**src/rtl/sr_pattern_serializer_pkg.sv**
```systemverilog
// Shared types and constants for the serial pattern serializer and its self-test partners.
package sr_pattern_serializer_pkg;

    // Serializer control states.
    typedef enum logic [1:0] {
        IDLE  = 2'd0,
        SHIFT = 2'd1,
        GAP   = 2'd2
    } state_e;

    // Self-test pattern shared with the 7-bit detector.
    localparam int unsigned DEFAULT_WIDTH = 7;
    localparam logic [DEFAULT_WIDTH-1:0] DEFAULT_PATTERN = 7'b1010111;

    // Width of a counter that runs 0..cycles-1, never narrower than one bit.
    function automatic int unsigned bit_cnt_w(input int unsigned cycles);
        return (cycles > 1) ? unsigned'($clog2(cycles)) : 1;
    endfunction

    // Width of the inter-frame gap counter.
    function automatic int unsigned gap_cnt_w(input int unsigned cycles);
        return (cycles > 0) ? unsigned'($clog2(cycles + 1)) : 1;
    endfunction

endpackage

```
**src/rtl/sr_bit_timer.sv**
```systemverilog
// Saturating cycle counter with synchronous clear/enable and a terminal-count flag.
module sr_bit_timer
    import sr_pattern_serializer_pkg::*;
#(
    parameter int unsigned CNT_W = 2
) (
    input  logic             clk,
    input  logic             reset,
    input  logic             clr,
    input  logic             en,
    input  logic [CNT_W-1:0] term,
    output logic             tc_c
);

    logic [CNT_W-1:0] cnt_q;
    logic [CNT_W-1:0] cnt_d;

    // Clear has priority; counting stops at the terminal value instead of wrapping.
    always_comb begin
        cnt_d = cnt_q;
        if (clr) begin
            cnt_d = '0;
        end else if (en && (cnt_q != term)) begin
            cnt_d = cnt_q + CNT_W'(1);
        end
    end

    // Counter register.
    always_ff @(posedge clk) begin
        if (reset) begin
            cnt_q <= '0;
        end else begin
            cnt_q <= cnt_d;
        end
    end

    assign tc_c = (cnt_q == term);

endmodule

```
**src/rtl/sr_pattern_serializer.sv**
```systemverilog
// MSB-first pattern serializer with per-bit valid strobe and optional repeat with gap.
module sr_pattern_serializer
    import sr_pattern_serializer_pkg::*;
#(
    parameter int unsigned WIDTH      = 7,
    parameter int unsigned BIT_CYCLES = 4,
    parameter int unsigned GAP_CYCLES = 8
) (
    input  logic                     clk,
    input  logic                     reset,
    input  logic                     start,
    input  logic [WIDTH-1:0]         pattern,
    input  logic                     repeat_en,
    output logic                     dout,
    output logic                     dout_valid,
    output logic [$clog2(WIDTH)-1:0] bit_idx,
    output logic                     busy,
    output logic                     done
);

    localparam int unsigned IDX_W = $clog2(WIDTH);
    localparam int unsigned BC_W  = bit_cnt_w(BIT_CYCLES);
    localparam int unsigned GC_W  = gap_cnt_w(GAP_CYCLES);

    state_e             state_q, state_d;
    logic [WIDTH-1:0]   shreg_q, shreg_d;
    logic [WIDTH-1:0]   pat_q, pat_d;
    logic [IDX_W-1:0]   bits_left_q, bits_left_d;
    logic [IDX_W-1:0]   bit_idx_q, bit_idx_d;
    logic               dout_q, dout_d;
    logic               dout_valid_q, dout_valid_d;
    logic               busy_q, busy_d;
    logic               done_q, done_d;

    logic               bit_tc_c;
    logic               gap_tc_c;
    logic               accept_c;
    logic               load_c;
    logic               advance_c;
    logic               finish_c;
    logic [WIDTH-1:0]   frame_src_c;

    // Frame control decode: a load starts a frame, advance moves to the next bit, finish ends it.
    assign accept_c    = (state_q == IDLE) && start;
    assign load_c      = accept_c || ((state_q == GAP) && gap_tc_c);
    assign advance_c   = (state_q == SHIFT) && bit_tc_c && (bits_left_q != '0);
    assign finish_c    = (state_q == SHIFT) && bit_tc_c && (bits_left_q == '0);
    assign frame_src_c = accept_c ? pattern : pat_q;

    // Bit-period timer, restarted at every presented bit.
    sr_bit_timer #(
        .CNT_W (BC_W)
    ) u_bit_timer (
        .clk   (clk),
        .reset (reset),
        .clr   (load_c || advance_c),
        .en    (state_q == SHIFT),
        .term  (BC_W'(BIT_CYCLES - 1)),
        .tc_c  (bit_tc_c)
    );

    // Inter-frame gap timer, restarted at each frame end.
    sr_bit_timer #(
        .CNT_W (GC_W)
    ) u_gap_timer (
        .clk   (clk),
        .reset (reset),
        .clr   (finish_c),
        .en    (state_q == GAP),
        .term  (GC_W'(GAP_CYCLES - 1)),
        .tc_c  (gap_tc_c)
    );

    // State register.
    always_ff @(posedge clk) begin
        if (reset) begin
            state_q <= IDLE;
        end else begin
            state_q <= state_d;
        end
    end

    // Next-state logic; start is only looked at in IDLE so it is never queued.
    always_comb begin
        state_d = state_q;
        case (state_q)
            IDLE:    if (start)    state_d = SHIFT;
            SHIFT:   if (finish_c) state_d = repeat_en ? GAP : IDLE;
            GAP:     if (gap_tc_c) state_d = SHIFT;
            default: state_d = IDLE;
        endcase
    end

    // Output and datapath next values; dout and bit_idx hold between strobes.
    always_comb begin
        shreg_d      = shreg_q;
        pat_d        = pat_q;
        bits_left_d  = bits_left_q;
        bit_idx_d    = bit_idx_q;
        dout_d       = dout_q;
        dout_valid_d = 1'b0;
        done_d       = 1'b0;
        busy_d       = (state_d != IDLE);

        if (accept_c) begin
            pat_d = pattern;
        end

        if (load_c) begin
            shreg_d      = frame_src_c;
            dout_d       = frame_src_c[WIDTH-1];
            dout_valid_d = 1'b1;
            bits_left_d  = IDX_W'(WIDTH - 1);
            bit_idx_d    = IDX_W'(WIDTH - 1);
        end else if (advance_c) begin
            // Rotate so the next lower bit lands in the MSB position.
            shreg_d      = {shreg_q[WIDTH-2:0], shreg_q[WIDTH-1]};
            dout_d       = shreg_q[WIDTH-2];
            dout_valid_d = 1'b1;
            bits_left_d  = bits_left_q - IDX_W'(1);
            bit_idx_d    = bit_idx_q - IDX_W'(1);
        end else if (finish_c) begin
            done_d = 1'b1;
        end
    end

    // Datapath and output registers.
    always_ff @(posedge clk) begin
        if (reset) begin
            shreg_q      <= '0;
            pat_q        <= '0;
            bits_left_q  <= '0;
            bit_idx_q    <= '0;
            dout_q       <= 1'b0;
            dout_valid_q <= 1'b0;
            busy_q       <= 1'b0;
            done_q       <= 1'b0;
        end else begin
            shreg_q      <= shreg_d;
            pat_q        <= pat_d;
            bits_left_q  <= bits_left_d;
            bit_idx_q    <= bit_idx_d;
            dout_q       <= dout_d;
            dout_valid_q <= dout_valid_d;
            busy_q       <= busy_d;
            done_q       <= done_d;
        end
    end

    assign dout       = dout_q;
    assign dout_valid = dout_valid_q;
    assign bit_idx    = bit_idx_q;
    assign busy       = busy_q;
    assign done       = done_q;

endmodule

```
**config.mk**
```make
export PLATFORM = sky130hd
export DESIGN_NAME = sr_pattern_serializer
export DESIGN_NICKNAME = d
export VERILOG_FILES = /design/src/rtl/sr_pattern_serializer_pkg.sv /design/src/rtl/sr_bit_timer.sv /design/src/rtl/sr_pattern_serializer.sv
export SDC_FILE = /design/constraint.sdc
export NUM_CORES = 1
export LEC_CHECK = 0
export CORE_MARGIN = 3
export CORE_UTILIZATION = 60
export DETAILED_ROUTE_END_ITERATION = 7
export DONT_BUFFER_PORTS = 1
export PLACE_DENSITY_LB_ADDON = 0.3
export SETUP_SLACK_MARGIN = 0.4
export SLEW_MARGIN = 20
export SYNTH_ARGS = -nofsm -noshare
export SYNTH_HDL_FRONTEND = slang
export SYNTH_SLANG_ARGS = --single-unit
```
**constraint.sdc**
```tcl
create_clock -name clk -period 2.35 [get_ports clk]
set_input_delay 0.1175 -clock clk [delete_from_list [all_inputs] [get_ports clk]]
set_output_delay 0.1175 -clock clk [all_outputs]
set_load 0.05 [all_outputs]
```
==> reports/metrics.cfg, run 1 <==
[cells_and_area]
final_common_cell=dfxtp_1
diodes=0
fillers=149
mostFrequentLayoutCells=dfxtp_1 (31), nor2_1 (20), mux2i_1 (14), nor3_1 (9), dlygate4sd3_1 (9)
fin_cells=181
syn2layout_area_growth_pct=13.7
num-nets-final=170
drive_gt1_share_pct=10.4

[power_and_ir_drop]
power.switching_mw=0.275
clock_power_share_pct=36.0
ir_worst_vdd_uv=641
combinationalPowerShare_pct=9.9
p_leak_nw=0.690
p_sw_share_pct=25.0
power.density_nw_per_um2=702
p_seq_share_pct=54.2
p_int_mw=0.825

[sta]
report.final.slew_viol_count=0
worst_slack_ps=537
final.setup.tns_ps=0
hold_slack_ps=43.5
skew_ps=8.68
final_hold_viol_count=0
rsz0062_at_grt=no
slew-limit-headroom_pct=37.1
fmax_ghz=0.551
setup-violations-final=0
fin_crit_sh_pct=77.2
finalCriticalPeriod_ps=1810
tightest_slew_ps=940

[hold_path]
min_path_cells=2
min_to=u_gap_timer.cnt_q[3]
hold_start=reset
hold_path_class=in2reg

[drt]
firstDrtPassIters=4
drc=0
postRouteAntennaNets=0
viasPerCell=5.61
totalWireLength_um=2610
vias=1015
drt-initial-drc-count=27
wl_per_cell_um=14.4

[worst_setup_path]
end_kind=flop
crit_path_max_fanout=7
r2r-start=bits_left_q[0]
cp-start-kind=flop
arrival_ps=2000
rr_worst_depth=7
reg2reg_slack_ps=540
required_ps=2530
r2r-end=bit_idx[2]
critPathKind=reg2reg

[global_routing]
grt_pass1_vias=937
grt_use_total_pct=22.0
grt_max_degree=28
grt-ovfl-total=0
grt_pass1_wl_um=4420
antenna_found_initial=0

[floorplan]
rows=16
io_pins=18
die_area_um2=2910
die_y_um=53.9
initial_core_util_pct=66.9
die_x_um=53.9
core_um2=2060

[placed_design]
hpwlAfterDp_um=1600
dp_cells=162
routabilityCongestion=0.676
port_buffers=0
preCtsSetupSlack_ps=265

[status]
status=finished, final reports clean

[clock_network]
clk_latency_ps=330
clock-sinks=31
cts_tree=built
root_buffer=clkbuf_4
cts_inserted_buffers=5
path_clk_slew_ps=100
htreeDepth=2
cts.path.max_buffers=2

[yosys]
ys_seq_elements=31
synth.distinct_cells=33
synth_area_per_cell_um2=9.71
syn_inst=142
synth_nets=158
ys_seq_area_share_pct=45.0
yosys_warnings=0
syn_area_um2=1380

[run]
maxCapViolCount=0

-- state kept, by name (all words and copies together), names as in the netlist --
name	cells
pat_q	7
dout_valid	1
bits_left_q	3
busy	1
u_bit_timer.cnt_q	2
bit_idx	3
shreg_q	7
done	1
u_gap_timer.cnt_q	4
state_q	2
-- cell usage after synthesis --
| master | n | share of area (%) |
|---|---|---|
| dfxtp_1 | 31 | 45 |
| nor2_1 | 20 | 5.4 |
| mux2i_1 | 14 | 10 |
| nor3_1 | 9 | 3.3 |
| a211oi_1 | 8 | 4.4 |
| inv_1 | 6 | 1.6 |
| a21o_1 | 5 | 2.7 |
| ha_1 | 5 | 4.5 |
| a21oi_1 | 4 | 1.5 |
| buf_4 | 4 | 2.2 |
| buf_2 | 3 | 1.1 |
| nand2_1 | 3 | 0.82 |
| xnor2_1 | 3 | 1.9 |
| xor2_1 | 3 | 1.9 |
| and2_0 | 2 | 0.91 |
| buf_6 | 2 | 1.6 |
| clkbuf_1 | 2 | 0.54 |
| nand2b_1 | 2 | 0.91 |
| nor4_1 | 2 | 0.91 |
| a21oi_2 | 1 | 0.64 |
| a221oi_1 | 1 | 0.64 |
| and3_1 | 1 | 0.45 |
| and4_1 | 1 | 0.64 |
| and4bb_1 | 1 | 0.91 |
| nand4_1 | 1 | 0.45 |
| nand4b_1 | 1 | 0.64 |
| nand4bb_1 | 1 | 0.82 |
| nor2b_1 | 1 | 0.45 |
| nor3b_2 | 1 | 0.91 |
| o211ai_1 | 1 | 0.54 |
| o21ai_1 | 1 | 0.36 |
| o21bai_1 | 1 | 0.54 |
| o22a_1 | 1 | 0.64 |
-- critical path, cell delays in order, from the launching register on --
cell      delay [ps]
dfxtp_1          350
inv_1             50
ha_1             200
ha_1             220
and4bb_1         490
nand2_1          110
xor2_1           150
a21oi_1           80
-- power groups by stage --
stage | logic (mW) | registers, mW | clock network [mW]
floorplan | 0.0861 | 0.599 | 0
CTS | 0.107 | 0.596 | 0.401
global route | 0.123 | 0.600 | 0.428
detailed placement | 0.0870 | 0.608 | 0
finish | 0.109 | 0.596 | 0.396
global placement | 0.0832 | 0.606 | 0
-- repair_timing --
| action | CTS | global route |
|---|---|---|
| endpoints found under the setup margin | 6 | 5 |
| buffers inserted | 0 | 3 |
| hold endpoints to repair | 27 | 0 |
| pin swaps | 0 | 1 |
| hold buffers | 9 | 0 |
| resized for setup | 2 | 0 |
-- layer usage --
layer | routed length [um] | vias up | global-route usage [%] | share of wire [%]
li1 | - | 517 | - | -
met1 | 1130 | 469 | 25.5 | 43
met2 | 1280 | 22 | 35.1 | 49
met3 | 153 | 7 | 7.48 | 5.9
met4 | 51 | 0 | 12.8 | 2.0
met5 | 0 | - | 0 | 0
-- worst max path at each step --
stage / startpoint / end / slack (ps) / cells past startpoint
finish: bits_left_q[0] / bit_idx[2] / 540 / 7
global route: bits_left_q[0] / bit_idx[2] / 430 / 7
CTS: bits_left_q[0] / shreg_q[2] / 450 / 8
detailed placement: bits_left_q[0] / shreg_q[2] / 260 / 8
global placement: bits_left_q[0] / shreg_q[3] / 350 / 8
floorplan: bits_left_q[0] / shreg_q[2] / 710 / 9
-- layout make-up --
type / count / area [um^2] / share of cell area, %
clock buffers: 6 / 41.3 / 2.63
clock inverters: 1 / 30.0 / 1.92
inverters: 6 / 22.5 / 1.44
multi-input cells: 94 / 677 / 43.2
flip-flops and latches: 31 / 621 / 39.6
well taps: 27 / 33.8 / 2.15
repair buffers: 16 / 143 / 9.10
-- metrics by stage --
stage          utilization [%]  instance area [um^2]  total power, mW
2_1_floorplan                -                  1380            0.685
3_3_place_gp              66.3                  1370            0.689
3_5_place_dp              66.3                  1370            0.695
4_1_cts                   74.9                  1550             1.11
5_1_grt                   76.0                  1570             1.15
6_report                  76.0                  1570             1.10
-- kinds of logic (layout without fill, tap and decap cells) --
logic type,Yosys count,count (layout),share of synthesized area [%]
xor+xnor,6,6,3.81
fa+ha+maj,5,5,4.54
mux,14,14,10.2
compound gates,23,23,11.9
flops,31,31,45.0
buf+inv,17,29,7.08
simple gates,46,46,17.5
(Power assumes the default switching activity.)
==> inputs of run 2 (changes only) <==
Settings changed: ABC_AREA from default to 1.
Clock period 2.35 ns to 1.8 ns, I/O delays scaled along.
==> run 2 against run 1 <==
  * The flow now finishes with violations (negative hold slack)
  * Critical endpoint unchanged
  * Setup slack worse by 260 ps
  * Clock skew up 8.4 ps
  * Register-to-register slack lost 260 ps
  * Combinational power is 83% higher
  * Clock power grew 20%
  * Power grew 30%
  * Highest routed layer unchanged
  * Critical path type unchanged
  * Die area is 2.3% higher
  * Count of clock-buffer cells in the layout is 2 higher
  * Largest cell class unchanged
==> reports/metrics.cfg, run 2 <==
[global_routing]
grt_pass1_vias=1193
grt_max_degree=21
antenna_found_initial=0
grt_use_total_pct=24.5
grt_pass1_wl_um=5060
grt-ovfl-total=0

[drt]
viasPerCell=5.90
wl_per_cell_um=16.4
totalWireLength_um=3910
postRouteAntennaNets=0
firstDrtPassIters=4
drc=0
drt-initial-drc-count=101
vias=1405

[sta]
setup-violations-final=0
slew-limit-headroom_pct=59.6
finalCriticalPeriod_ps=1520
final.setup.tns_ps=0
report.final.slew_viol_count=0
fin_crit_sh_pct=84.5
skew_ps=17.1
rsz0062_at_grt=yes
tightest_slew_ps=606
worst_slack_ps=279
final_hold_viol_count=12
hold_slack_ps=-189
fmax_ghz=0.658

[yosys]
synth_flop_cell=dfxtp_1
synth.distinct_cells=24
yosys-top-cells-area=dfxtp_1 (44%), nand2_1 (19%), nand3_1 (6.7%)
synth-edff-count=0
synth_most_common_cell=nand2_1
ys_seq_area_share_pct=43.9
syn_inst=196
synth_nets=212
yosys_warnings=0
syn_area_um2=1420
synth_top_area_share_pct=43.9
post-synth-top-area-cell=dfxtp_1
ys_seq_elements=31
async_flop_share_pct=0
synth_area_per_cell_um2=7.22
synthTopCellsByCount=nand2_1 (70), dfxtp_1 (31), inv_1 (19), nand3_1 (19), a21oi_1 (15)

[clock_network]
root_buffer=clkbuf_4
path_clk_slew_ps=110
cts.path.max_buffers=2
clk_latency_ps=340
clock-sinks=31
cts_inserted_buffers=5
htreeDepth=2
cts_tree=built

[worst_setup_path]
arrival_ps=1770
rr_worst_depth=10
crit_path_max_fanout=2
end_kind=flop
critPathKind=reg2reg
cp-start-kind=flop
required_ps=2050

[run]
maxCapViolCount=0

[floorplan]
rows=16
core_um2=2100
initial_core_util_pct=67.3
io_pins=18
die_x_um=54.6
die_y_um=54.6
die_area_um2=2980

[placed_design]
routabilityCongestion=0.792
hpwlAfterDp_um=2100
port_buffers=0
preCtsSetupSlack_ps=190

[power_and_ir_drop]
p_leak_nw=0.806
ir_worst_vdd_uv=722
power.density_nw_per_um2=838

[cells_and_area]
diodes=0
final_common_cell=nand2_1
multi_input_area_um2=783
syn2layout_area_growth_pct=20.4
mostFrequentLayoutCells=nand2_1 (59), dfxtp_1 (25), nand3_1 (19), inv_1 (17), a21oi_1 (14)
num-nets-final=226
reg_top3=pat_q x7, shreg_q x7, u_gap_timer.cnt_q x4
regArea_um2=628
drive_gt1_share_pct=25.1
fillers=126

[status]
status=complete, but fails checks
violations=negative hold slack

[hold_path]
hold_path_class=in2reg
min_path_cells=1

## run 2: cell types whose count changed after synthesis, moves of 3 or more
cell,delta
nor2_1,-9
a21o_1,-4
nand3_1,+19
nand2_1,+67
mux2i_1,-14
xnor2_1,-3
a21oi_1,+11
o21ai_0,+7
nor3_1,-9
a211oi_1,-8
buf_4,-4
inv_1,+13
## run 2: through the flow
stage,power (mW),area [um^2],cells,hold WS (ps),utilization (%)
after detailed placement,0.925,1450,223,162,68.9
after floorplan,0.895,1420,196,159,-
after CTS,1.39,1560,233,-207,74.1
after global placement,0.917,1450,223,161,68.9
after global routing,1.49,1700,238,-210,81.1
final,1.43,1700,238,-189,81.1
## run 2: report_power, final
group | leakage (nW) | internal (mW) | switching [mW]
clock network | 0.0386 | 0.230 | 0.244
registers | 0.257 | 0.722 | 0.0330
logic | 0.510 | 0.0660 | 0.134
## run 2: cell type report
| type | instances | area share (%) |
|---|---|---|
| Tap cell | 27 | 1.98 |
| Clock buffer | 8 | 4.04 |
| Multi-Input combinational cell | 141 | 46.0 |
| Sequential cell | 31 | 36.9 |
| Timing Repair Buffer | 11 | 6.61 |
| Inverter | 20 | 4.55 |
## run 2: cell families after synthesis
kind of cell / Yosys count / synth area share (%)
simple gates: 110 / 34.5
flops: 31 / 43.9
buf+inv: 25 / 7.96
compound gates: 24 / 8.66
fa+ha+maj: 5 / 4.42
xor+xnor: 1 / 0.619
## run 2: final timing paths
check	from	endpoint	slack (ps)
worst max register to register	bits_left_q[0]	bit_idx[2]	280
worst min-delay path	reset	bit_idx[1]	-190
worst min register to register	pat_q[2]	pat_q[2]	470
worst max-delay path	bits_left_q[0]	bit_idx[2]	280
## run 2: worst max-delay path, stage by stage (launching register included)
cell and delay [ps]:
dfxtp_2 350, inv_2 50, ha_4 160, ha_4 170
buf_4 130, inv_1 90, nand4_1 130, nand2_1 130
nand3_1 100, nand2_1 70, inv_1 50
## run 2: repair_timing
item / 4_1_cts / 5_1_grt
pin swaps: 2 / 7
setup endpoints to repair: 17 / 21
gates resized for setup: 5 / 31
setup buffers: 2 / 3
gates cloned: 0 / 2
hold endpoints to repair: 12 / 12
## run 2: per-layer routing
layer / track usage (%) / wire length [um] / up-vias
li1: - / - / 655
met1: 26.6 / 1430 / 637
met2: 40.2 / 1960 / 82
met3: 8.99 / 323 / 31
met4: 14.9 / 203 / 0
met5: 0 / 0 / -
